$ cat config.mk
export PLATFORM = sky130hd
export DESIGN_NAME = per2axi_res_unit_flat
export DESIGN_NICKNAME = d
export VERILOG_FILES = /design/src/rtl/per2axi_pkg.sv /design/src/rtl/per2axi_res_unit_if.sv /design/src/rtl/per2axi_lane_fifo.sv /design/src/rtl/per2axi_res_unit.sv /design/src/flat_wrapper.sv
export SDC_FILE = /design/constraint.sdc
export NUM_CORES = 1
export LEC_CHECK = 0
export ABC_AREA = 1
export ABC_CLOCK_PERIOD_IN_PS = 5400
export CAP_MARGIN = 20
export CORE_MARGIN = 2
export CORE_UTILIZATION = 40
export DETAILED_ROUTE_END_ITERATION = 7
export DONT_BUFFER_PORTS = 1
export GPL_ROUTABILITY_DRIVEN = 0
export PLACE_DENSITY_LB_ADDON = 0.08
export SLEW_MARGIN = 10
export SYNTH_ARGS = -nofsm -noshare
export SYNTH_HDL_FRONTEND = slang
export SYNTH_HIERARCHICAL = 1
export SYNTH_SLANG_ARGS = --single-unit
$ cat constraint.sdc
create_clock -name clk_i -period 5.4 [get_ports clk_i]
set_clock_uncertainty 0.2 [all_clocks]
set_input_delay 0.54 -clock clk_i [delete_from_list [all_inputs] [get_ports clk_i]]
set_output_delay 0.54 -clock clk_i [all_outputs]
set_load 0.01 [all_outputs]
$ cat src/rtl/per2axi_pkg.sv
// Shared types and helpers for the per2axi response path.
// Holds the ATOP tracking states, the lane-width function and the B encoding.
package per2axi_pkg;

  typedef enum logic [1:0] {
    ATOP_NONE,
    ATOP_REQUEST,
    ATOP_WAIT_R,
    ATOP_WAIT_B
  } atop_res_t;

  function automatic int lane_w(input int dw);
    if (dw <= 64) return 1;
    return $clog2(dw / 32);
  endfunction

  function automatic logic [31:0] b_rdata(input logic [1:0] resp);
    return {30'b0, resp[1], ~(resp[1] ^ resp[0])};
  endfunction

endpackage

$ cat src/rtl/per2axi_res_unit_if.sv
// Bundle of AXI R/B, request-side and peripheral response signals.
// The slave view belongs to the response unit; master is its environment.
interface per2axi_res_unit_if #(
  parameter int PER_ID_WIDTH   = 5,
  parameter int AXI_ADDR_WIDTH = 32,
  parameter int AXI_DATA_WIDTH = 64,
  parameter int AXI_ID_WIDTH   = 3,
  parameter int AXI_USER_WIDTH = 6
);
  logic                      per_slave_r_valid_o;
  logic                      per_slave_r_opc_o;
  logic [PER_ID_WIDTH-1:0]   per_slave_r_id_o;
  logic [31:0]               per_slave_r_rdata_o;

  logic                      axi_master_r_valid_i;
  logic [AXI_DATA_WIDTH-1:0] axi_master_r_data_i;
  logic [1:0]                axi_master_r_resp_i;
  logic                      axi_master_r_last_i;
  logic [AXI_ID_WIDTH-1:0]   axi_master_r_id_i;
  logic [AXI_USER_WIDTH-1:0] axi_master_r_user_i;
  logic                      axi_master_r_ready_o;

  logic                      axi_master_b_valid_i;
  logic [1:0]                axi_master_b_resp_i;
  logic [AXI_ID_WIDTH-1:0]   axi_master_b_id_i;
  logic [AXI_USER_WIDTH-1:0] axi_master_b_user_i;
  logic                      axi_master_b_ready_o;

  logic                      trans_req_i;
  logic [AXI_ID_WIDTH-1:0]   trans_id_i;
  logic [AXI_ADDR_WIDTH-1:0] trans_add_i;
  logic                      trans_ready_o;
  logic                      atop_req_i;
  logic [AXI_ID_WIDTH-1:0]   atop_id_i;

  modport slave (
    output per_slave_r_valid_o, per_slave_r_opc_o,
    output per_slave_r_id_o, per_slave_r_rdata_o,
    input  axi_master_r_valid_i, axi_master_r_data_i,
    input  axi_master_r_resp_i, axi_master_r_last_i,
    input  axi_master_r_id_i, axi_master_r_user_i,
    output axi_master_r_ready_o,
    input  axi_master_b_valid_i, axi_master_b_resp_i,
    input  axi_master_b_id_i, axi_master_b_user_i,
    output axi_master_b_ready_o,
    input  trans_req_i, trans_id_i, trans_add_i,
    output trans_ready_o,
    input  atop_req_i, atop_id_i
  );

  modport master (
    input  per_slave_r_valid_o, per_slave_r_opc_o,
    input  per_slave_r_id_o, per_slave_r_rdata_o,
    output axi_master_r_valid_i, axi_master_r_data_i,
    output axi_master_r_resp_i, axi_master_r_last_i,
    output axi_master_r_id_i, axi_master_r_user_i,
    input  axi_master_r_ready_o,
    output axi_master_b_valid_i, axi_master_b_resp_i,
    output axi_master_b_id_i, axi_master_b_user_i,
    input  axi_master_b_ready_o,
    output trans_req_i, trans_id_i, trans_add_i,
    input  trans_ready_o,
    output atop_req_i, atop_id_i
  );
endinterface

$ cat src/rtl/per2axi_lane_fifo.sv
// Small per-ID FIFO of word-lane offsets for outstanding reads.
// Pop on empty is ignored; push while full is accepted only with a pop.
module per2axi_lane_fifo #(
  parameter int DEPTH = 4,
  parameter int W     = 1
) (
  input  logic         clk_i,
  input  logic         rst_ni,
  input  logic         i_push,
  input  logic         i_pop,
  input  logic [W-1:0] i_data,
  output logic         o_full,
  output logic         o_empty,
  output logic [W-1:0] o_head
);
  localparam int PW = $clog2(DEPTH);

  logic [W-1:0]  r_mem [DEPTH];
  logic [PW-1:0] r_wptr;
  logic [PW-1:0] r_rptr;
  logic [PW:0]   r_cnt;
  logic          w_push;
  logic          w_pop;

  assign o_full  = (r_cnt == (PW+1)'(DEPTH));
  assign o_empty = (r_cnt == '0);
  assign o_head  = r_mem[r_rptr];
  assign w_pop   = i_pop && !o_empty;
  assign w_push  = i_push && (!o_full || w_pop);

  always_ff @(posedge clk_i) begin
    if (w_push) r_mem[r_wptr] <= i_data;
  end

  always_ff @(posedge clk_i or negedge rst_ni) begin
    if (!rst_ni) begin
      r_wptr <= '0;
      r_rptr <= '0;
      r_cnt  <= '0;
    end else begin
      if (w_push) r_wptr <= r_wptr + PW'(1);
      if (w_pop)  r_rptr <= r_rptr + PW'(1);
      if (w_push && !w_pop)      r_cnt <= r_cnt + (PW+1)'(1);
      else if (w_pop && !w_push) r_cnt <= r_cnt - (PW+1)'(1);
    end
  end
endmodule

$ cat src/rtl/per2axi_res_unit.sv
// AXI R/B to single-beat peripheral response converter with fair
// arbitration, per-ID lane FIFOs and ATOP B-suppression.
module per2axi_res_unit
  import per2axi_pkg::*;
#(
  parameter int PER_ID_WIDTH   = 5,
  parameter int AXI_ADDR_WIDTH = 32,
  parameter int AXI_DATA_WIDTH = 64,
  parameter int AXI_ID_WIDTH   = 3,
  parameter int AXI_USER_WIDTH = 6,
  parameter int MAX_OUTST      = 4
) (
  input logic clk_i,
  input logic rst_ni,
  per2axi_res_unit_if.slave bus
);
  localparam int LW = lane_w(AXI_DATA_WIDTH);
  localparam int NL = AXI_DATA_WIDTH / 32;
  localparam int IW = AXI_ID_WIDTH;
  localparam int PN = PER_ID_WIDTH;

  logic          w_gnt_r;
  logic          w_gnt_b;
  logic          r_last_b;
  logic          w_trans_ready;
  logic [IW-1:0] w_rid;
  logic [IW-1:0] w_bid;
  logic [PN-1:0] w_push;
  logic [PN-1:0] w_pop;
  logic [PN-1:0] w_full;
  logic [PN-1:0] w_empty;
  logic [LW-1:0] w_head [PN];
  logic [LW-1:0] w_lane_in;
  logic [LW-1:0] w_r_lane;
  logic          w_r_empty;

  atop_res_t     r_atop [PN];
  atop_res_t     w_atop_nxt [PN];
  logic          r_atop_err;
  logic          w_atop_err;

  logic          r_valid, w_valid;
  logic          r_opc, w_opc;
  logic [PN-1:0] r_id, w_id;
  logic [31:0]   r_rdata, w_rdata;
  logic          w_unused;

  assign w_rid     = bus.axi_master_r_id_i;
  assign w_bid     = bus.axi_master_b_id_i;
  assign w_lane_in = bus.trans_add_i[LW+1:2];
  assign w_unused  = ^{bus.axi_master_r_user_i,
                       bus.axi_master_b_user_i,
                       bus.trans_add_i};

  // R wins a tie only when B was granted last
  assign w_gnt_r = bus.axi_master_r_valid_i &&
                   (!bus.axi_master_b_valid_i || r_last_b);
  assign w_gnt_b = bus.axi_master_b_valid_i && !w_gnt_r;

  assign bus.axi_master_r_ready_o = w_gnt_r;
  assign bus.axi_master_b_ready_o = w_gnt_b;

  assign w_trans_ready = !w_full[bus.trans_id_i] ||
                         w_pop[bus.trans_id_i];
  assign bus.trans_ready_o = w_trans_ready;

  for (genvar g = 0; g < PN; g++) begin : g_fifo
    assign w_push[g] = bus.trans_req_i && w_trans_ready &&
                       (bus.trans_id_i == IW'(g));
    assign w_pop[g]  = w_gnt_r && bus.axi_master_r_last_i &&
                       (w_rid == IW'(g));
    per2axi_lane_fifo #(
      .DEPTH (MAX_OUTST),
      .W     (LW)
    ) u_fifo (
      .clk_i   (clk_i),
      .rst_ni  (rst_ni),
      .i_push  (w_push[g]),
      .i_pop   (w_pop[g]),
      .i_data  (w_lane_in),
      .o_full  (w_full[g]),
      .o_empty (w_empty[g]),
      .o_head  (w_head[g])
    );
  end

  always_comb begin
    w_valid   = 1'b0;
    w_opc     = 1'b0;
    w_id      = '0;
    w_rdata   = '0;
    w_r_empty = w_empty[w_rid];
    w_r_lane  = '0;
    if (w_gnt_r) begin
      w_r_lane = w_r_empty ? '0 : w_head[w_rid];
      w_valid  = 1'b1;
      w_id     = PN'(1) << w_rid;
      w_opc    = bus.axi_master_r_resp_i[1] || w_r_empty;
      for (int k = 0; k < NL; k++) begin
        if (int'(w_r_lane) == k)
          w_rdata = bus.axi_master_r_data_i[32*k +: 32];
      end
    end else if (w_gnt_b && r_atop[w_bid] == ATOP_NONE) begin
      w_valid = 1'b1;
      w_id    = PN'(1) << w_bid;
      w_opc   = bus.axi_master_b_resp_i[1];
      w_rdata = b_rdata(bus.axi_master_b_resp_i);
    end
  end

  always_comb begin
    w_atop_err = bus.atop_req_i &&
                 (r_atop[bus.atop_id_i] != ATOP_NONE);
    for (int i = 0; i < PN; i++) begin
      w_atop_nxt[i] = r_atop[i];
      unique case (r_atop[i])
        ATOP_NONE:
          if (bus.atop_req_i && bus.atop_id_i == IW'(i))
            w_atop_nxt[i] = ATOP_REQUEST;
        ATOP_REQUEST:
          if (w_gnt_r && w_rid == IW'(i))
            w_atop_nxt[i] = ATOP_WAIT_B;
          else if (w_gnt_b && w_bid == IW'(i))
            w_atop_nxt[i] = ATOP_WAIT_R;
        ATOP_WAIT_R:
          if (w_gnt_r && w_rid == IW'(i))
            w_atop_nxt[i] = ATOP_NONE;
        ATOP_WAIT_B:
          if (w_gnt_b && w_bid == IW'(i))
            w_atop_nxt[i] = ATOP_NONE;
        default: w_atop_nxt[i] = ATOP_NONE;
      endcase
    end
  end

  always_ff @(posedge clk_i or negedge rst_ni) begin
    if (!rst_ni) begin
      r_last_b   <= 1'b1;
      r_atop_err <= 1'b0;
      r_valid    <= 1'b0;
      r_opc      <= 1'b0;
      r_id       <= '0;
      r_rdata    <= '0;
      for (int i = 0; i < PN; i++) r_atop[i] <= ATOP_NONE;
    end else begin
      if (w_gnt_r)      r_last_b <= 1'b0;
      else if (w_gnt_b) r_last_b <= 1'b1;
      if (w_atop_err)   r_atop_err <= 1'b1;
      r_valid <= w_valid;
      r_opc   <= w_opc;
      r_id    <= w_id;
      r_rdata <= w_rdata;
      for (int i = 0; i < PN; i++) r_atop[i] <= w_atop_nxt[i];
    end
  end

  assign bus.per_slave_r_valid_o = r_valid;
  assign bus.per_slave_r_opc_o   = r_opc;
  assign bus.per_slave_r_id_o    = r_id;
  assign bus.per_slave_r_rdata_o = r_rdata;

  a_atop_reissue: assert property (
    @(posedge clk_i) disable iff (!rst_ni) !r_atop_err);
endmodule

$ cat src/flat_wrapper.sv
// flat-port wrapper written by rule: the top's interface ports become plain ports
module per2axi_res_unit_flat import per2axi_pkg::*;
#(
  parameter int PER_ID_WIDTH   = 5,
  parameter int AXI_ADDR_WIDTH = 32,
  parameter int AXI_DATA_WIDTH = 64,
  parameter int AXI_ID_WIDTH   = 3,
  parameter int AXI_USER_WIDTH = 6,
  parameter int MAX_OUTST      = 4
)
  (clk_i, rst_ni, bus_per_slave_r_valid_o, bus_per_slave_r_opc_o, bus_per_slave_r_id_o, bus_per_slave_r_rdata_o, bus_axi_master_r_valid_i, bus_axi_master_r_data_i, bus_axi_master_r_resp_i, bus_axi_master_r_last_i, bus_axi_master_r_id_i, bus_axi_master_r_user_i, bus_axi_master_r_ready_o, bus_axi_master_b_valid_i, bus_axi_master_b_resp_i, bus_axi_master_b_id_i, bus_axi_master_b_user_i, bus_axi_master_b_ready_o, bus_trans_req_i, bus_trans_id_i, bus_trans_add_i, bus_trans_ready_o, bus_atop_req_i, bus_atop_id_i);
  per2axi_res_unit_if #(.PER_ID_WIDTH(PER_ID_WIDTH), .AXI_ADDR_WIDTH(AXI_ADDR_WIDTH), .AXI_DATA_WIDTH(AXI_DATA_WIDTH), .AXI_ID_WIDTH(AXI_ID_WIDTH), .AXI_USER_WIDTH(AXI_USER_WIDTH)) bus_i ();
  input logic clk_i;
  input logic rst_ni;
  output wire logic [$bits(bus_i.per_slave_r_valid_o)-1:0] bus_per_slave_r_valid_o;
  output wire logic [$bits(bus_i.per_slave_r_opc_o)-1:0] bus_per_slave_r_opc_o;
  output wire logic [$bits(bus_i.per_slave_r_id_o)-1:0] bus_per_slave_r_id_o;
  output wire logic [$bits(bus_i.per_slave_r_rdata_o)-1:0] bus_per_slave_r_rdata_o;
  input wire logic [$bits(bus_i.axi_master_r_valid_i)-1:0] bus_axi_master_r_valid_i;
  input wire logic [$bits(bus_i.axi_master_r_data_i)-1:0] bus_axi_master_r_data_i;
  input wire logic [$bits(bus_i.axi_master_r_resp_i)-1:0] bus_axi_master_r_resp_i;
  input wire logic [$bits(bus_i.axi_master_r_last_i)-1:0] bus_axi_master_r_last_i;
  input wire logic [$bits(bus_i.axi_master_r_id_i)-1:0] bus_axi_master_r_id_i;
  input wire logic [$bits(bus_i.axi_master_r_user_i)-1:0] bus_axi_master_r_user_i;
  output wire logic [$bits(bus_i.axi_master_r_ready_o)-1:0] bus_axi_master_r_ready_o;
  input wire logic [$bits(bus_i.axi_master_b_valid_i)-1:0] bus_axi_master_b_valid_i;
  input wire logic [$bits(bus_i.axi_master_b_resp_i)-1:0] bus_axi_master_b_resp_i;
  input wire logic [$bits(bus_i.axi_master_b_id_i)-1:0] bus_axi_master_b_id_i;
  input wire logic [$bits(bus_i.axi_master_b_user_i)-1:0] bus_axi_master_b_user_i;
  output wire logic [$bits(bus_i.axi_master_b_ready_o)-1:0] bus_axi_master_b_ready_o;
  input wire logic [$bits(bus_i.trans_req_i)-1:0] bus_trans_req_i;
  input wire logic [$bits(bus_i.trans_id_i)-1:0] bus_trans_id_i;
  input wire logic [$bits(bus_i.trans_add_i)-1:0] bus_trans_add_i;
  output wire logic [$bits(bus_i.trans_ready_o)-1:0] bus_trans_ready_o;
  input wire logic [$bits(bus_i.atop_req_i)-1:0] bus_atop_req_i;
  input wire logic [$bits(bus_i.atop_id_i)-1:0] bus_atop_id_i;
  assign bus_per_slave_r_valid_o = bus_i.per_slave_r_valid_o;
  assign bus_per_slave_r_opc_o = bus_i.per_slave_r_opc_o;
  assign bus_per_slave_r_id_o = bus_i.per_slave_r_id_o;
  assign bus_per_slave_r_rdata_o = bus_i.per_slave_r_rdata_o;
  assign bus_i.axi_master_r_valid_i = bus_axi_master_r_valid_i;
  assign bus_i.axi_master_r_data_i = bus_axi_master_r_data_i;
  assign bus_i.axi_master_r_resp_i = bus_axi_master_r_resp_i;
  assign bus_i.axi_master_r_last_i = bus_axi_master_r_last_i;
  assign bus_i.axi_master_r_id_i = bus_axi_master_r_id_i;
  assign bus_i.axi_master_r_user_i = bus_axi_master_r_user_i;
  assign bus_axi_master_r_ready_o = bus_i.axi_master_r_ready_o;
  assign bus_i.axi_master_b_valid_i = bus_axi_master_b_valid_i;
  assign bus_i.axi_master_b_resp_i = bus_axi_master_b_resp_i;
  assign bus_i.axi_master_b_id_i = bus_axi_master_b_id_i;
  assign bus_i.axi_master_b_user_i = bus_axi_master_b_user_i;
  assign bus_axi_master_b_ready_o = bus_i.axi_master_b_ready_o;
  assign bus_i.trans_req_i = bus_trans_req_i;
  assign bus_i.trans_id_i = bus_trans_id_i;
  assign bus_i.trans_add_i = bus_trans_add_i;
  assign bus_trans_ready_o = bus_i.trans_ready_o;
  assign bus_i.atop_req_i = bus_atop_req_i;
  assign bus_i.atop_id_i = bus_atop_id_i;
  per2axi_res_unit #(.PER_ID_WIDTH(PER_ID_WIDTH), .AXI_ADDR_WIDTH(AXI_ADDR_WIDTH), .AXI_DATA_WIDTH(AXI_DATA_WIDTH), .AXI_ID_WIDTH(AXI_ID_WIDTH), .AXI_USER_WIDTH(AXI_USER_WIDTH), .MAX_OUTST(MAX_OUTST)) u_core (.clk_i(clk_i), .rst_ni(rst_ni), .bus(bus_i));
endmodule
## Word-level counts from Yosys, hierarchy flattened

Memory sizes are Yosys's and may differ from the RTL's.
Cells that the tools add are included.
Widths: inputs -> output; s select.

| word-level totals | value |
|---|---|
| memories kept | 5 |
| word-level logic and storage cells | 297 |
| output and inout port bits | 42 |
| register bits after elaboration | 85 |
| bits in writable memories | 20 |
| input bits | 131 |

Memories:

| memory | words | width | read ports | clocked after memory_dff | write ports | RTL line | source |
|---|---|---|---|---|---|---|---|
| u_core.g_fifo[0].u_fifo.r_mem | 4 | 1 | 1 | 0 | 1 | per2axi_lane_fifo.sv:18 | `logic [W-1:0] r_mem [DEPTH];` |
| u_core.g_fifo[1].u_fifo.r_mem | 4 | 1 | 1 | 0 | 1 | per2axi_lane_fifo.sv:18 |  |
| u_core.g_fifo[2].u_fifo.r_mem | 4 | 1 | 1 | 0 | 1 | per2axi_lane_fifo.sv:18 |  |
| u_core.g_fifo[3].u_fifo.r_mem | 4 | 1 | 1 | 0 | 1 | per2axi_lane_fifo.sv:18 |  |
| u_core.g_fifo[4].u_fifo.r_mem | 4 | 1 | 1 | 0 | 1 | per2axi_lane_fifo.sv:18 |  |

| operators by class | value |
|---|---|
| shift operators | 2 |
| mux-type cells | 74 |
| eq/ne operators | 56 |
| reductions and logical operators | 107 |
| bitwise gates (word level) | 4 |
| add/subtract/negate cells | 20 |
| magnitude comparators | 4 |

Operators with widths:

| operator | number |
|---|---|
| $mux 32 | 2 |
| $mux 2 | 28 |
| $logic_and 1x1->1 | 50 |
| $pmux 2 s4 | 5 |
| $mux 3 | 10 |
| $ne 2x1->1 const B | 15 |
| $eq 3x3->1 const B | 9 |
| $logic_not 3->1 | 9 |
| $eq 3x2->1 const B | 8 |
| $logic_not 1->1 | 23 |
| $mux 1 | 22 |
| $add 2x1->2 const B | 10 |
| $eq 2x2->1 const B | 10 |
| $reduce_and 4->1 | 5 |
| $add 3x1->3 const B | 5 |
| $ne 3x1->1 const B | 5 |
| $sub 3x1->3 const B | 5 |
| $bmux 1 s3 | 4 |
| $eq 3x1->1 const B | 4 |
| $logic_not 2->1 | 6 |
| $reduce_bool 2->1 | 6 |
| $eq 2x1->1 const B | 5 |
| $mux 5 | 2 |
| $shl 1x3->5 const A | 2 |
| 7 further kinds | 17 |

## Longest topological paths before layout

Gate-level depths: netlist of run 1.

| logic depth | value |
|---|---|
| depth after elaboration | 15 |
| mapped depth | 21 |
| depth with buffers taken out | 21 |

## Modules after synthesis

Netlist of run 1, hierarchy kept.

By module, submodules not included:

| module | sequential area each (µm²) | instances | cells an instance | area an instance (µm²) |
|---|---|---|---|---|
| per2axi_lane_fifo | 295.3 | 5 | 73 | 620.6 |
| per2axi_res_unit | 1252.5 | 1 | 368 | 2671.3 |

## Worst setup path before layout of run 1

No wires, ideal clock.

| timing | value |
|---|---|
| path kind | reg-to-reg |
| from | reg u_core.r_last_b |
| to | reg u_core.g_fifo[0].u_fifo.r_cnt[2] |
| stages on the path, launching flop included | 18 |
| arrival | 2.558 ns |
| required time | 5.083 ns |
| path buffers | 0 |
| clock period less this slack | 2.875 ns |
| setup slack | 2.525 ns |
| path through | dfstp_2 > inv_1 > nand2_1 > nand3_1 > nor2_1 > nand2_1 > nand3_1 > nand3_1 > nor2_1 > nand2_2 > inv_1 > ha_1 > inv_1 > fa_1 > nand2_1 > nand3_1 > nand2_1 > nand2_1 |

| on the way | value |
|---|---|
| cells in the longest elaborated chain, start to end | 13 |
| elaborated cells between the ends (all ways) | 22 |
| classes of those cells | mux (3); reduce/logical (19) |

RTL lines:

| element | RTL line | source |
|---|---|---|
| start, declared | per2axi_res_unit.sv:24 | `logic r_last_b;` |
| start signal, assigned | per2axi_res_unit.sv:138 | `r_last_b <= 1'b1;` |
| start signal, assigned | per2axi_res_unit.sv:146 | `if (w_gnt_r) r_last_b <= 1'b0;` |
| start signal, assigned | per2axi_res_unit.sv:147 | `else if (w_gnt_b) r_last_b <= 1'b1;` |
| $logic_or 1x1->1 (*) | per2axi_res_unit.sv:57 | `(!bus.axi_master_b_valid_i \|\| r_last_b);` |
| $logic_and 1x1->1 (*) | per2axi_res_unit.sv:56 | `assign w_gnt_r = bus.axi_master_r_valid_i &&` |
| $logic_and 1x1->1 (*) (2 in a row) | per2axi_res_unit.sv:70 | `assign w_pop[g] = w_gnt_r && bus.axi_master_r_last_i &&` |
| net u_core.w_pop[0] | per2axi_res_unit.sv:29 | `logic [PN-1:0] w_pop;` |
| $bmux 1 s3 (*) | per2axi_res_unit.sv:64 | `w_pop[bus.trans_id_i];` |
| $mux 1 (not written as such) (*) | per2axi_res_unit.sv:64 |  |
| $logic_or 1x1->1 (*) | per2axi_res_unit.sv:63 | `assign w_trans_ready = !w_full[bus.trans_id_i] \|\|` |
| $logic_and 1x1->1 (*) (2 in a row) | per2axi_res_unit.sv:68 | `assign w_push[g] = bus.trans_req_i && w_trans_ready &&` |
| net u_core.w_push[0] | per2axi_res_unit.sv:28 | `logic [PN-1:0] w_push;` |
| $logic_and 1x1->1 (*) | per2axi_lane_fifo.sv:29 | `assign w_push = i_push && (!o_full \|\| w_pop);` |
| net u_core.g_fifo[0].u_fifo.w_push | per2axi_lane_fifo.sv:22 | `logic w_push;` |
| $logic_not 1->1 | per2axi_lane_fifo.sv:44 | `else if (w_pop && !w_push) r_cnt <= r_cnt - (PW+1)'(1);` |
| $logic_and 1x1->1 | per2axi_lane_fifo.sv:44 |  |
| $reduce_bool 2->1 (no source line) | -- |  |
| end signal, assigned | per2axi_lane_fifo.sv:43 | `if (w_push && !w_pop) r_cnt <= r_cnt + (PW+1)'(1);` |
| end signal, assigned | per2axi_lane_fifo.sv:44 |  |
| end, declared | per2axi_lane_fifo.sv:21 | `logic [PW:0] r_cnt;` |

The timed path passes the listed nets; every way through them passes the cells marked *. The select of a mux whose other input is x is not followed.
A chain may end at the register's enable or synchronous reset.

## Worst setup path after layout of run 1

| timing | value |
|---|---|
| from | reg u_core.r_last_b |
| to | reg u_core.g_fifo[3].u_fifo.r_cnt[2] |

| on the way | value |
|---|---|
| cells in the longest elaborated chain, start to end | 13 |
| elaborated cells between the ends (all ways) | 22 |
| classes of those cells | mux (3); reduce/logical (19) |

RTL lines:

| element | RTL line |
|---|---|
| $logic_or 1x1->1 (*) | per2axi_res_unit.sv:57 |
| $logic_and 1x1->1 (*) | per2axi_res_unit.sv:56 |
| $logic_and 1x1->1 (*) (2 in a row) | per2axi_res_unit.sv:70 |
| net u_core.w_pop[0] | per2axi_res_unit.sv:29 |
| $bmux 1 s3 (*) | per2axi_res_unit.sv:64 |
| $mux 1 (not written as such) (*) | per2axi_res_unit.sv:64 |
| $logic_or 1x1->1 (*) | per2axi_res_unit.sv:63 |
| $logic_and 1x1->1 (*) (2 in a row) | per2axi_res_unit.sv:68 |
| net u_core.w_push[3] | per2axi_res_unit.sv:28 |
| $logic_and 1x1->1 (*) | per2axi_lane_fifo.sv:29 |
| net u_core.g_fifo[3].u_fifo.w_push | per2axi_lane_fifo.sv:22 |
| $logic_not 1->1 | per2axi_lane_fifo.sv:44 |
| $logic_and 1x1->1 | per2axi_lane_fifo.sv:44 |
| $reduce_bool 2->1 (no source line) | -- |
| end signal, assigned | per2axi_lane_fifo.sv:43 |
| end signal, assigned | per2axi_lane_fifo.sv:44 |
| end, declared | per2axi_lane_fifo.sv:21 |

Marked as above.

==> results of run 1 <==
-- sequential cells by signal, summed over array words and instances, names as in the netlist --
name,flops
u_core/bus.per_slave_r_id_o,5
u_core/bus.per_slave_r_opc_o,1
u_core/bus.per_slave_r_rdata_o,32
u_core/bus.per_slave_r_valid_o,1
u_core/g_fifo.u_fifo/r_cnt,15
u_core/g_fifo.u_fifo/r_mem,20
u_core/g_fifo.u_fifo/r_rptr,10
u_core/g_fifo.u_fifo/r_wptr,10
u_core/r_atop,10
u_core/r_last_b,1
-- placed cells by master (no fill, tap or decap), types with 8 or more instances in the layout --
master	count
clkbuf_16	9
dfrtp_1	84
edfxtp_1	20
ha_1	25
inv_1	106
nand2_1	169
nand2_2	11
nand3_1	51
nand4_1	8
nor2_1	129
nor3_1	12
o21ai_0	28
o21ai_1	30
-- routing by layer --
metal	wire [microns]	part of all wire (%)	track usage, %
met2	5828	47	27.42
met3	1128	9.1	5.403
met4	262	2.1	6.601
met5	0	0	0
met1	5141	42	19.16
-- critical path: cells and delay by family (launching register included) --
kind          cells  cell delay, ps
simple gates     12            1920
fa+ha+maj         2             550
flops             1             520
buf+inv           3             200
-- layout make-up --
class / instances / area share (%)
sequential: 105 / 43.39
multi-input combinational: 508 / 40.84
inverter: 110 / 6.565
clock buffer: 9 / 3.581
tap: 180 / 3.581
clock inverter: 7 / 1.333
timing repair buffer: 3 / 0.7161
-- metrics by stage --
stage / worst slack [ps] / utilization, % / total power [W]
after CTS: 1860 / 44.96 / 0.002886
final: 1871 / 44.96 / 0.002847
after global routing: 1511 / 44.96 / 0.003105
after floorplan: 2525 / - / 0.001987
after detailed placement: 1875 / 42.49 / 0.002190
after global placement: 1903 / 42.49 / 0.002148
-- power by group through the flow --
stage | clock, W | combinational [W] | sequential, W
final | 0.000663 | 0.000932 | 0.00125
after global routing | 0.000719 | 0.00110 | 0.00129
after CTS | 0.000691 | 0.000943 | 0.00125
after detailed placement | 0 | 0.000923 | 0.00127
after global placement | 0 | 0.000888 | 0.00126
after floorplan | 0 | 0.000770 | 0.00122
-- how the worst max path moves through the flow --
stage,from,end,slack [ps],depth (start not counted)
global route,u_core/r_last_b,u_core/g_fifo[3].u_fifo/r_cnt[2],1510,17
CTS,u_core/r_last_b,u_core/g_fifo[1].u_fifo/r_cnt[2],1860,17
finish,u_core/r_last_b,u_core/g_fifo[3].u_fifo/r_cnt[2],1870,17
floorplan,u_core/r_last_b,u_core/g_fifo[0].u_fifo/r_cnt[2],2530,17
detailed placement,u_core/r_last_b,u_core/g_fifo[1].u_fifo/r_cnt[2],1880,17
global placement,u_core/r_last_b,u_core/g_fifo[1].u_fifo/r_cnt[2],1900,17
-- what timing repair did --
item                                    CTS  global route
endpoints found under the setup margin    0             0
hold buffers                              2             0
hold endpoints to repair                 85             0
-- cell families after synthesis --
| family | after synthesis |
|---|---|
| AOI/OAI and AO/OA | 75 |
| xor gates and xnor gates | 6 |
| adders and majority gates | 30 |
| buffers and inverters | 120 |
| DFF | 105 |
| and+or+nand+nor | 397 |
==> results.py, run 1 <==
metrics = {
    "logic_synthesis": {
        "synth-simple-area-share_pct": 29.14,
        "synth_fp_nets": 894,
        "synth_commonest_cells": "nand2_1 (169), nor2_1 (129), inv_1 (106), dfrtp_1 (84), nand3_1 (51)",
        "synth_edf_count": 20,
        "synth_top_area_share_pct": 36.40,
        "synth.most_common_cell": "nand2_1",
        "syn_inst": 733,
        "synth_top_family_by_area": "simple AND/OR/NAND/NOR gates",
        "synth-compound-area-share_pct": 7.281,
        "yosys_warnings": 6,
        "synthArstFlopShare_pct": 80.95,
        "synth_top_cell_by_area": "dfrtp_1",
        "yosys-top-cells-area": "dfrtp_1 (36%), nand2_1 (11%), edfxtp_1 (10%)",
        "ys_types": 35,
        "ys.flop_type": "dfrtp_1",
        "syn_area_sq_um": 5774,
        "muxShareOfSynthArea_pct": 0,
        "synth_xor_area_share_pct": 0.9101,
        "synthAdderAreaFrac_pct": 7.151,
        "ys_ff_latch": 105,
        "avgSynthCellArea_sq_um": 7.878,
        "synth-seq-area-share_pct": 47.26,
    },
    "hold_path": {
        "min_path_cells": 1,
        "hp-start": "bus_axi_master_r_valid_i",
        "min_to": "u_core/r_last_b",
        "hp-class": "input pin to register",
    },
    "critical_path": {
        "cp-end-kind": "register",
        "crit_fanout": 8,
        "r2r-start": "u_core/r_last_b",
        "crit_top_cell": "nand2_1",
        "rrSetupSlack_ps": 1870,
        "crit_type": "register to register",
        "cp_cell_sequence": "inv_1, nand2_1, nand3_1, nor2_1, nand2_1, nand3_1, nand3_1, nor2_1, nand2_2, inv_1, ha_1, inv_1, fa_1, nand2_1, nand3_1, nand2_1, nand2_1",
        "rr_endpoint": "u_core/g_fifo[3].u_fifo/r_cnt[2]",
        "arrival_ps": 3570,
        "cpMaxStageDelayCell": "dfstp_2",
        "cp.required_ps": 5440,
        "cpPeakStageDelay_ps": 520,
        "r2r_cells": 17,
        "startpoint_type": "register",
    },
    "power": {
        "p_sw_w": 0.001153,
        "max-vdd-ir-drop_uv": 195.5,
        "p_clk_share_pct": 23.3,
        "power.share.sequential_pct": 44.0,
        "power_density_nw_per_um2": 452.7,
        "p_int_w": 0.001694,
        "p_leak_nw": 3.122,
        "p_comb_share_pct": 32.7,
        "swShare_pct": 40.49,
    },
    "timing": {
        "drv_slew": 0,
        "worst_slew_pin_slew_ps": 678.1,
        "rsz0062_at_grt": "no",
        "finalCritPeriodShare_pct": 65.35,
        "clock.fmax_mhz": 283.4,
        "period_needed_ps": 3529,
        "hold_slack_ps": 48.95,
        "slew_headroom_pct": 54.63,
        "hold_viol_final": 0,
        "final.setup.tns_ps": 0,
        "setup_viol": 0,
    },
    "clock_tree": {
        "cts_max_level": 3,
        "clockBufferDepth": 2,
        "cts_sinks": 105,
        "numCtsBuffers": 9,
        "post_cts_buffers": 0,
        "cts_tree": "yes",
        "cts_resized": 0,
        "clockRootBuffer": "clkbuf_16",
        "worstSkewPairLatency_ps": 350,
        "clkTransAtPathRegs_ps": 80,
    },
    "finish": {
        "finalNonFillerCells": 922,
        "syn_to_final_growth_pct": 8.927,
        "antennaDiodeCount": 0,
        "drive_gt1_share_pct": 6.739,
        "final_area_sq_um": 6290,
        "multi_input_area_sq_um": 2569,
        "nFillCells": 1383,
        "seqCellArea_sq_um": 2729,
        "nets": 898,
    },
    "place": {
        "place_area_sq_um": 5943,
        "port_buffers": 0,
        "dp_hpwl_microns": 9291,
        "dp_cells": 904,
    },
    "run": {
        "maxCapViolations": 0,
    },
    "detailed_routing": {
        "dr.pass1.iters": 6,
        "dr_total_vias": 4497,
        "wl_per_cell_microns": 13.41,
        "antenna_left": 0,
        "routed_wl_microns": 12360,
        "vias_per_cell": 4.877,
        "drtIter0Drc": 262,
        "drc": 0,
    },
    "floorplan": {
        "start_util_pct": 41.28,
        "die_h_microns": 124.2,
        "die_area_sq_um": 15410,
        "io_pins": 173,
        "die_w_microns": 124.2,
        "num_rows": 43,
        "coreArea_sq_um": 13990,
    },
    "run_status": {
        "status": "finished, final reports clean",
    },
    "global_routing": {
        "antenna_found_initial": 0,
        "track_usage_pct": 16.31,
        "grt_pass1_vias": 4161,
        "grt_pass1_wl_microns": 19480,
        "overflow": 0,
        "grt_max_degree": 86,
    },
}
Note: power is estimated with default switching activity, not from simulation.
==> inputs of run 2 (changes only) <==
--- a/config.mk
+++ b/config.mk
@@ -5,8 +5,8 @@
 export SDC_FILE = /design/constraint.sdc
 export NUM_CORES = 1
 export LEC_CHECK = 0
-export ABC_AREA = 1
-export ABC_CLOCK_PERIOD_IN_PS = 5400
+export ABC_AREA = 0
+export ABC_CLOCK_PERIOD_IN_PS = 3280
 export CAP_MARGIN = 20
 export CORE_MARGIN = 2
 export CORE_UTILIZATION = 40
==> constraint.sdc (replaced) <==
create_clock -name clk_i -period 3.28 [get_ports clk_i]
set_clock_uncertainty 0.2 [all_clocks]
set_input_delay 0.328 -clock clk_i [delete_from_list [all_inputs] [get_ports clk_i]]
set_output_delay 0.328 -clock clk_i [all_outputs]
set_load 0.01 [all_outputs]
==> results.py, run 2 <==
metrics = {
    "place": {
        "dp_hpwl_microns": 7996,
        "dp_cells": 649,
        "place_ws_ps": 187.9,
        "port_buffers": 0,
    },
    "global_routing": {
        "track_usage_pct": 16.84,
        "overflow": 0,
        "grt_pass1_vias": 3743,
        "grt_pass1_wl_microns": 19040,
        "grt_max_degree": 86,
        "antenna_found_initial": 0,
    },
    "finish": {
        "drive_gt1_share_pct": 13.98,
        "final_common_cell": "dfrtp_1",
        "antennaDiodeCount": 0,
        "mostFrequentLayoutCells": "dfrtp_1 (84), dlygate4sd3_1 (75), nand2_1 (46)",
        "nFillCells": 1152,
        "largest_reg_flops": 32,
        "syn_to_final_growth_pct": 22.94,
        "multi_input_area_sq_um": 2559,
        "seqCellArea_sq_um": 2729,
        "nets": 721,
        "finalNonFillerCells": 741,
    },
    "detailed_routing": {
        "routed_wl_microns": 12180,
        "antenna_left": 0,
        "drc": 0,
        "vias_per_cell": 5.152,
        "drtIter0Drc": 169,
        "dr.pass1.iters": 4,
        "wl_per_cell_microns": 16.43,
        "dr_total_vias": 3818,
    },
    "timing": {
        "rsz0062_at_grt": "no",
        "worst_slew_pin_slew_ps": 783.0,
        "slew_headroom_pct": 47.63,
        "clock.fmax_mhz": 326.7,
        "hold_viol_final": 0,
        "drv_slew": 0,
        "final.setup.tns_ps": 0,
        "period_needed_ps": 3061,
        "setup_viol": 0,
        "hold_slack_ps": 25.47,
        "layout_setup_ws_ps": 219.1,
        "finalCritPeriodShare_pct": 93.32,
    },
    "floorplan": {
        "die_area_sq_um": 14610,
        "start_util_pct": 41.11,
        "coreArea_sq_um": 13300,
        "die_h_microns": 120.9,
        "num_rows": 42,
        "die_w_microns": 120.9,
        "io_pins": 173,
    },
    "hold_path": {
        "min_to": "u_core/bus.per_slave_r_rdata_o[0]",
        "min_path_cells": 3,
        "hp-start": "bus_axi_master_b_resp_i[1]",
        "hp-class": "input pin to register",
    },
    "power": {
        "p_comb_share_pct": 28.8,
        "p_sw_w": 0.001415,
        "swShare_pct": 32.70,
        "power_density_nw_per_um2": 644.0,
        "p_clk_share_pct": 24.0,
        "max-vdd-ir-drop_uv": 286.8,
        "p_int_w": 0.002912,
        "p_leak_nw": 2.796,
        "power.share.sequential_pct": 47.2,
    },
    "clock_tree": {
        "clockBufferDepth": 2,
        "cts_sinks": 105,
        "numCtsBuffers": 9,
        "worstSkewPairLatency_ps": 350,
        "cts_max_level": 3,
        "clockRootBuffer": "clkbuf_16",
        "cts_tree": "yes",
        "clkTransAtPathRegs_ps": 70,
    },
    "critical_path": {
        "cpMaxStageDelayCell": "dlygate4sd3_1",
        "cp_cell_sequence": "nor3_1, and3b_2, o21ai_0, nand3_2, buf_4, mux2i_1, o22ai_1, dlygate4sd3_1",
        "arrival_ps": 3090,
        "cp.required_ps": 3310,
        "crit_type": "register to register",
        "rrSetupSlack_ps": 220,
        "cpPeakStageDelay_ps": 570,
        "r2r-start": "u_core/g_fifo[1].u_fifo/r_cnt[0]",
        "r2r_cells": 8,
        "startpoint_type": "register",
        "rr_endpoint": "u_core/bus.per_slave_r_rdata_o[1]",
        "crit_fanout": 62,
        "cp-end-kind": "register",
        "startpoint": "u_core/g_fifo[1].u_fifo/r_cnt[0]",
    },
    "run_status": {
        "status": "finished, final reports clean",
    },
    "logic_synthesis": {
        "syn_inst": 483,
        "synth_edf_count": 20,
        "synth-seq-area-share_pct": 49.93,
        "synth_fp_nets": 644,
        "synth.most_common_cell": "dfrtp_1",
        "syn_area_sq_um": 5465,
        "avgSynthCellArea_sq_um": 11.32,
        "ys_ff_latch": 105,
        "synth_top_area_share_pct": 38.46,
        "ys.flop_type": "dfrtp_1",
        "ys_types": 54,
        "yosys_warnings": 6,
        "synth_commonest_cells": "dfrtp_1 (84), nand2_1 (46), o21ai_0 (36), nand3_1 (35), inv_1 (28)",
        "synth_top_cell_by_area": "dfrtp_1",
        "yosys-top-cells-area": "dfrtp_1 (38%), edfxtp_1 (11%), ha_1 (5.7%)",
        "synthArstFlopShare_pct": 80.95,
    },
    "run": {
        "maxCapViolations": 0,
    },
}
run 2: cell count changes in the layout (fill, tap and decap cells not counted), moves of 8 or more:
cell           change
o21ai_0            +8
dlygate4sd3_1     +74
inv_1             -79
xor2_1            +10
and2_2            +20
nand2_1          -123
nand2_2           -11
o21ai_1           -28
nor2_1           -103
nand3b_1           +8
nand3_1           -16
xnor2_1           +16
nand2b_1           +8
run 2: worst max-delay path by stage:
stage	endpoint	slack, ps	cells after the start
floorplan	u_core/g_fifo[1].u_fifo/r_cnt[2]	450	12
global placement	u_core/g_fifo[4].u_fifo/r_cnt[2]	230	10
detailed placement	u_core/g_fifo[4].u_fifo/r_cnt[2]	190	10
CTS	u_core/g_fifo[4].u_fifo/r_cnt[2]	130	11
global route	u_core/bus.per_slave_r_rdata_o[1]	30	8
finish	u_core/bus.per_slave_r_rdata_o[1]	220	8
run 2: critical path: cells and delay by family (launching register included):
family                 cells  cell delay [ps]
buffers and inverters      2              880
AND/OR/NAND/NOR            3              830
flip-flops                 1              460
AO/OA/AOI/OAI              2              330
multiplexers               1              240
run 2: layer usage:
metal  vias up  part of all wire, %  wire (microns)  track usage, %
li1       1823                    -               -               -
met3        18                  8.1             988           4.746
met4         0                  2.2             263           7.485
met1      1851                   44            5315           21.05
met2       126                   46            5609           27.14
met5         -                    0               0               0
run 2: logic make-up (layout without fill, tap and decap cells):
| kind of cell | count (synthesis) | count (layout) | synth area share [%] |
|---|---|---|---|
| AOI/OAI and AO/OA | 72 | 72 | 9.432 |
| xor gates and xnor gates | 32 | 32 | 5.128 |
| adders and majority gates | 30 | 30 | 7.555 |
| buffers and inverters | 44 | 126 | 3.571 |
| DFF | 105 | 105 | 49.93 |
| muxes | 20 | 20 | 5.609 |
| and+or+nand+nor | 180 | 180 | 18.77 |
run 2: through the flow:
stage          instance area, sq um  total power (W)  util, %
4_1_cts                        6701         0.004378    50.40
3_3_place_gp                   5640         0.003083    42.42
6_report                       6719         0.004327    50.54
5_1_grt                        6719         0.004636    50.54
3_5_place_dp                   5640         0.003134    42.42
2_1_floorplan                  5465         0.002887        -
run 2: repair_timing:
| item | in CTS | in global routing |
|---|---|---|
| setup buffers | 0 | 0 |
| hold buffers | 76 | 0 |
| setup endpoints to repair | 0 | 2 |
| hold endpoints to repair | 143 | 0 |
| gates resized for setup | 0 | 2 |
run 2: power by group through the flow:
stage               registers [W]  clock network [W]  logic [W]
floorplan                 0.00200                  0   0.000890
global placement          0.00206                  0    0.00102
detailed placement        0.00207                  0    0.00106
CTS                       0.00205            0.00108    0.00125
global route              0.00210            0.00113    0.00141
finish                    0.00204            0.00104    0.00125
run 2: area by class of cell:
class / count / area share, %
Tap cell: 176 / 3.277
Clock inverter: 4 / 0.3724
Clock buffer: 12 / 3.836
Multi-Input combinational cell: 334 / 38.08
Sequential cell: 105 / 40.61
Timing Repair Buffer: 82 / 12.25
Inverter: 28 / 1.564
